$ cat src/rtl/sprite_blitter.sv
// sprite_blitter: copies a rectangular sprite from a 4-bit palette ROM into an
// 800x480 framebuffer, one pixel per clock. Palette index 15 is transparent and
// pixels falling outside the screen are clipped, but every pixel still costs
// exactly one cycle so blit duration depends only on the sprite size.
`timescale 1ns/1ps
module sprite_blitter (
   input  logic        clk,
   input  logic        rst,
   input  logic        start,
   input  logic [11:0] pos_x,
   input  logic [10:0] pos_y,
   input  logic [15:0] spr_base,
   input  logic [7:0]  spr_w,
   input  logic [7:0]  spr_h,
   output logic        ready,
   output logic        done,
   output logic [15:0] spr_addr,
   input  logic [3:0]  spr_data,
   output logic [18:0] fb_addr,
   output logic [3:0]  fb_data,
   output logic        fb_we
);

   typedef enum logic [1:0] {
      IDLE  = 2'd0,
      RUN   = 2'd1,
      DRAIN = 2'd2,
      DONE  = 2'd3
   } state_t;

   state_t      state_r;
   state_t      state_s;

   // latched blit operands
   logic [11:0] px_r;
   logic [10:0] py_r;
   logic [7:0]  w_r;
   logic [7:0]  h_r;

   // current pixel being read from the sprite ROM
   logic [7:0]  row_r;
   logic [7:0]  col_r;
   logic [15:0] spr_addr_r;

   // write stage: pixel read last cycle, written while its ROM data is valid
   logic        pend_r;
   logic        inb_r;
   logic [18:0] fb_addr_r;

   logic        ready_r;
   logic        done_r;

   logic        accept_s;
   logic        last_s;
   logic        empty_s;
   logic [12:0] sx_s;
   logic [12:0] sy_s;
   logic        inb_s;
   logic [18:0] lin_s;

   assign accept_s = (state_r == IDLE) && start;
   assign empty_s  = (spr_w == 8'd0) || (spr_h == 8'd0);
   assign last_s   = (col_r == (w_r - 8'd1)) && (row_r == (h_r - 8'd1));

   // Screen coordinates are widened to 13 bits signed so pos + offset never wraps.
   assign sx_s  = {px_r[11], px_r} + {5'd0, col_r};
   assign sy_s  = {{2{py_r[10]}}, py_r} + {5'd0, row_r};
   assign inb_s = !sx_s[12] && (sx_s <= 13'd799) && !sy_s[12] && (sy_s <= 13'd479);
   assign lin_s = ({10'd0, sy_s[8:0]} * 19'd800) + {9'd0, sx_s[9:0]};

   // Next-state logic for the blit sequencer.
   always_comb begin
      state_s = state_r;
      case (state_r)
         IDLE: begin
            if (start) begin
               if (empty_s) begin
                  state_s = DONE;
               end else begin
                  state_s = RUN;
               end
            end else begin
               state_s = IDLE;
            end
         end
         RUN: begin
            if (last_s) begin
               state_s = DRAIN;
            end else begin
               state_s = RUN;
            end
         end
         DRAIN:   state_s = DONE;
         DONE:    state_s = IDLE;
         default: state_s = IDLE;
      endcase
   end

   // State register, registered status flags, operand latches and pixel counters.
   always_ff @(posedge clk or posedge rst) begin
      if (rst) begin
         state_r    <= IDLE;
         ready_r    <= 1'b1;
         done_r     <= 1'b0;
         px_r       <= 12'd0;
         py_r       <= 11'd0;
         w_r        <= 8'd0;
         h_r        <= 8'd0;
         row_r      <= 8'd0;
         col_r      <= 8'd0;
         spr_addr_r <= 16'd0;
      end else begin
         state_r <= state_s;
         ready_r <= (state_s == IDLE);
         done_r  <= (state_s == DONE);
         if (accept_s) begin
            px_r       <= pos_x;
            py_r       <= pos_y;
            w_r        <= spr_w;
            h_r        <= spr_h;
            row_r      <= 8'd0;
            col_r      <= 8'd0;
            spr_addr_r <= spr_base;
         end else if ((state_r == RUN) && !last_s) begin
            // row*w+col is just the linear pixel index, so the ROM address increments
            spr_addr_r <= spr_addr_r + 16'd1;
            if (col_r == (w_r - 8'd1)) begin
               col_r <= 8'd0;
               row_r <= row_r + 8'd1;
            end else begin
               col_r <= col_r + 8'd1;
            end
         end else begin
            spr_addr_r <= spr_addr_r;
         end
      end
   end

   // Write stage: capture the framebuffer target of the pixel read this cycle.
   always_ff @(posedge clk or posedge rst) begin
      if (rst) begin
         pend_r    <= 1'b0;
         inb_r     <= 1'b0;
         fb_addr_r <= 19'd0;
      end else begin
         pend_r <= (state_r == RUN);
         if (state_r == RUN) begin
            inb_r     <= inb_s;
            fb_addr_r <= inb_s ? lin_s : 19'd0;
         end else begin
            inb_r     <= 1'b0;
            fb_addr_r <= fb_addr_r;
         end
      end
   end

   // ROM data arrives in the write cycle, so data and enable follow it directly.
   assign fb_we    = pend_r && inb_r && (spr_data != 4'd15);
   assign fb_data  = pend_r ? spr_data : 4'd0;
   assign fb_addr  = fb_addr_r;
   assign spr_addr = spr_addr_r;
   assign ready    = ready_r;
   assign done     = done_r;

endmodule

$ cat config.mk
export PLATFORM = sky130hd
export DESIGN_NAME = sprite_blitter
export DESIGN_NICKNAME = d
export VERILOG_FILES = /design/src/rtl/sprite_blitter.sv
export SDC_FILE = /design/constraint.sdc
export NUM_CORES = 1
export LEC_CHECK = 0
export ABC_AREA = 0
export CORE_ASPECT_RATIO = 0.8
export CORE_MARGIN = 2
export CORE_UTILIZATION = 55
export CTS_CLUSTER_DIAMETER = 120
export DETAILED_ROUTE_END_ITERATION = 12
export PLACE_DENSITY_LB_ADDON = 0.12
export SLEW_MARGIN = 20
export SYNTH_ARGS = -nofsm -noshare
export SYNTH_HDL_FRONTEND = slang
export SYNTH_SLANG_ARGS = --single-unit
$ cat constraint.sdc
create_clock -name clk -period 5.15 [get_ports clk]
set_input_delay 0.515 -clock clk [delete_from_list [all_inputs] [get_ports clk]]
set_output_delay 0.515 -clock clk [all_outputs]
set_load 0.02 [all_outputs]
==> impl_metrics.csv <==
group,metric,value,unit
cts,cts-root-buf,"clkbuf_16",
detailed_routing,drtIter0Drc,380,
timing,rsz0062_at_grt,"no",
placed_design,place_ws,0.278,ns
finish,instances_no_fill,980,
cts,postCtsHoldBufs,0,
detailed_routing,viasPerCell,5.58,
timing,hold_viol,0,
detailed_routing,drc_errors,0,
synth,yosysWarnings,0,
setup_path,setup.worst_path.start_class,"flop",
cts,cts.sinks,96,
timing,holdWs,0.491,ns
setup_path,cp_top_family,"adder cells",
floorplan,io_pins,104,
placed_design,portBuffers,103,
detailed_routing,wirelength,15.4,mm
setup_path,crit_chain,"ha_1, a211oi_1, o21ai_0, a21oi_1, ha_1, ha_1, inv_1, fa_1, inv_1, ha_1, nand3_1, o2111ai_1, xor2_1, nand4_1, nor3_2, nand3_1, xnor2_1, a22o_1",
finish,final_cell_mix,"nand2_1, clkdlybuf4s50_1, dfrtp_1",
timing,fin_ws,0.255,ns
finish,fill_cells,909,
hold_path,min_to,"py_r[7]$_DFFE_PP0P_",
setup_path,r2r_start,"row_r[1]$_DFFE_PP0P_",
synth,yosysSeqAreaShare,0.367,
grt,grt_pass1_vias,5400,
cts,cts_tree,"built",
cts,clk_pin_slew,0.06,ns
detailed_routing,num_vias,5473,
setup_path,setup.worst_path.end_class,"flop",
detailed_routing,post_drt_wl_per_cell,15.7,um
hold_path,whs_path_depth,2,
timing,fmax,204,MHz
synth,syn_area,6550,sq um
detailed_routing,antenna_left,0,
cts,numCtsBuffers,9,
cts,cts_setup_buffers,0,
synth,syn_inst,730,
grt,grt_max_degree,59,
timing,max-slew-margin-rel,0.395,
hold_path,hold_path.class,"reg2reg",
floorplan,core_area,11600,sq um
cts,clockBufferDepth,2,
outcome,status,"complete, no violations",
setup_path,crit_required,5.39,ns
finish,diodes,0,
synth,synthFlopType,"dfrtp_1",
setup_path,r2r_end,"fb_addr[18]$_DFFE_PP0P_",
floorplan,std_cell_rows,35,
synth,syn-num-nets,858,
setup_path,path_depth,18,
grt,grt_use_total,0.246,
setup_path,reg2reg_slack,0.26,ns
finish,area_growth,21.9,%
setup_path,cp.arrival,5.13,ns
detailed_routing,dr.pass1.iters,5,
floorplan,die-height,102,um
job,cap_violations,0,
synth,ys_ff_latch,96,
grt,grt_pass1_wl,25.4,mm
floorplan,fp.dieArea,12800,sq um
timing,fin_tns_setup,0,ns
synth,synth_edf_count,0,
setup_path,critPathKind,"reg2reg",
hold_path,hold_path_startpoint,"py_r[7]$_DFFE_PP0P_",
setup_path,cpMostUsedCell,"ha_1",
setup_path,slowest_delay,0.53,ns
finish,drive_gt1_frac,0.0421,
timing,drv_slew,0,
cts,clk_latency,0.35,ns
floorplan,start_util,0.566,
synth,synth.distinct_cells,64,
placed_design,place_inst,965,
setup_path,cp.buffers_inverters,2,
synth,async_flop_share,1.00,
timing,worst_pin_slew,0.908,ns
finish,fin_nets,956,
timing,fin_skew,0.00515,ns
placed_design,place_hpwl,11.5,mm
setup_path,crit_fanout,5,
timing,final-setup-viol-count,0,
finish,final_common_cell,"nand2_1",
grt,grt_overflow,0,
setup_path,slowest_stage,"fa_1",
setup_path,reg2regPathDepth,18,
grt,antenna_found_initial,0,
cts,h-tree-depth,3,
timing,period_needed,4.89,ns
floorplan,chipWidth,126,um
cts,cts-resized-gates,0,
synth,syn_area_per_cell,8.97,sq um
timing,period_share,0.950,
placed_design,routabilityCongestion,0.965,
==> stage by stage <==
step           utilization  cell area, sq um
6_report             0.690              7980
5_1_grt              0.690              7980
4_1_cts              0.689              7960
3_5_place_dp         0.667              7710
3_3_place_gp         0.667              7710
2_1_floorplan            -              6550
==> worst max path at each step <==
stage                         endpoint                 start
6_report       fb_addr[18]$_DFFE_PP0P_  row_r[1]$_DFFE_PP0P_
5_1_grt        fb_addr[18]$_DFFE_PP0P_  row_r[0]$_DFFE_PP0P_
2_1_floorplan  fb_addr[18]$_DFFE_PP0P_  row_r[0]$_DFFE_PP0P_
4_1_cts        fb_addr[18]$_DFFE_PP0P_  row_r[0]$_DFFE_PP0P_
3_5_place_dp   fb_addr[18]$_DFFE_PP0P_  row_r[0]$_DFFE_PP0P_
3_3_place_gp   fb_addr[18]$_DFFE_PP0P_  row_r[0]$_DFFE_PP0P_
==> cell type report <==
class | instances | area, sq um | share of cell area
repair buffers | 107 | 1060 | 0.133
multi-input cells | 573 | 3920 | 0.491
well taps | 148 | 185 | 0.0232
clock inverters | 3 | 20.0 | 0.00251
inverters | 41 | 156 | 0.0196
clock buffers | 12 | 236 | 0.0296
flip-flops and latches | 96 | 2400 | 0.301
==> synth_stat cells (3+ instances only) <==
cell type  number  area share
o21ai_1        10      0.0076
o21a_1          4      0.0046
nand3_1        15       0.011
and3_1         11       0.011
nor4_1          6      0.0057
or3_1           3      0.0029
mux2i_1         3      0.0046
nand4_1         5      0.0048
a31oi_1         5      0.0048
nor4b_1         3      0.0040
inv_1          41       0.024
dfrtp_1        95        0.36
clkbuf_1       12      0.0069
o2111ai_1       3      0.0040
a21o_1          9       0.010
a211oi_1        6      0.0069
nor3b_1         5      0.0057
o21ai_0        34       0.026
nor2b_1         6      0.0057
nand2b_1        4      0.0038
fa_1            7       0.021
ha_1           59        0.11
nor3_1         15       0.011
a21oi_1        27       0.021
a22o_1         20       0.027
buf_1           4      0.0023
nor2_1         36       0.021
nand2_1       145       0.083
xor2_1         26       0.035
o21bai_1        6      0.0069
o31ai_1         5      0.0057
xnor2_1        50       0.067
and2_1          9      0.0086
nand3b_1        5      0.0057
==> cells by family after synthesis <==
logic type                 synth area share
muxes                               0.00803
buffers and inverters                0.0377
adders and majority gates             0.134
and+or+nand+nor                       0.201
DFF                                   0.367
xor gates and xnor gates              0.102
AOI/OAI and AO/OA                     0.151
==> sequential cells by signal (all words and copies together), names as in the netlist <==
register / flops
fb_addr: 19
state_r: 2
h_r: 8
row_r: 8
py_r: 11
col_r: 8
inb_r: 1
ready: 1
pend_r: 1
px_r: 12
done: 1
w_r: 8
spr_addr: 16
==> worst min-delay path, cell delays in order (launching register included) <==
cell	delay (ns)
dfrtp_1	0.35
nand2_1	0.05
nand2_1	0.06
==> metal layers <==
metal | wire length (um) | up-vias | global-route usage
met5 | 0 | - | 0
met4 | 249 | 0 | 0.0795
met3 | 828 | 20 | 0.0555
met2 | 7040 | 144 | 0.398
met1 | 7250 | 2591 | 0.332
li1 | - | 2718 | -
Power is left out: the tool's default activity adds up to more than one toggle a clock period on the data nets, which glitch-free logic cannot reach.
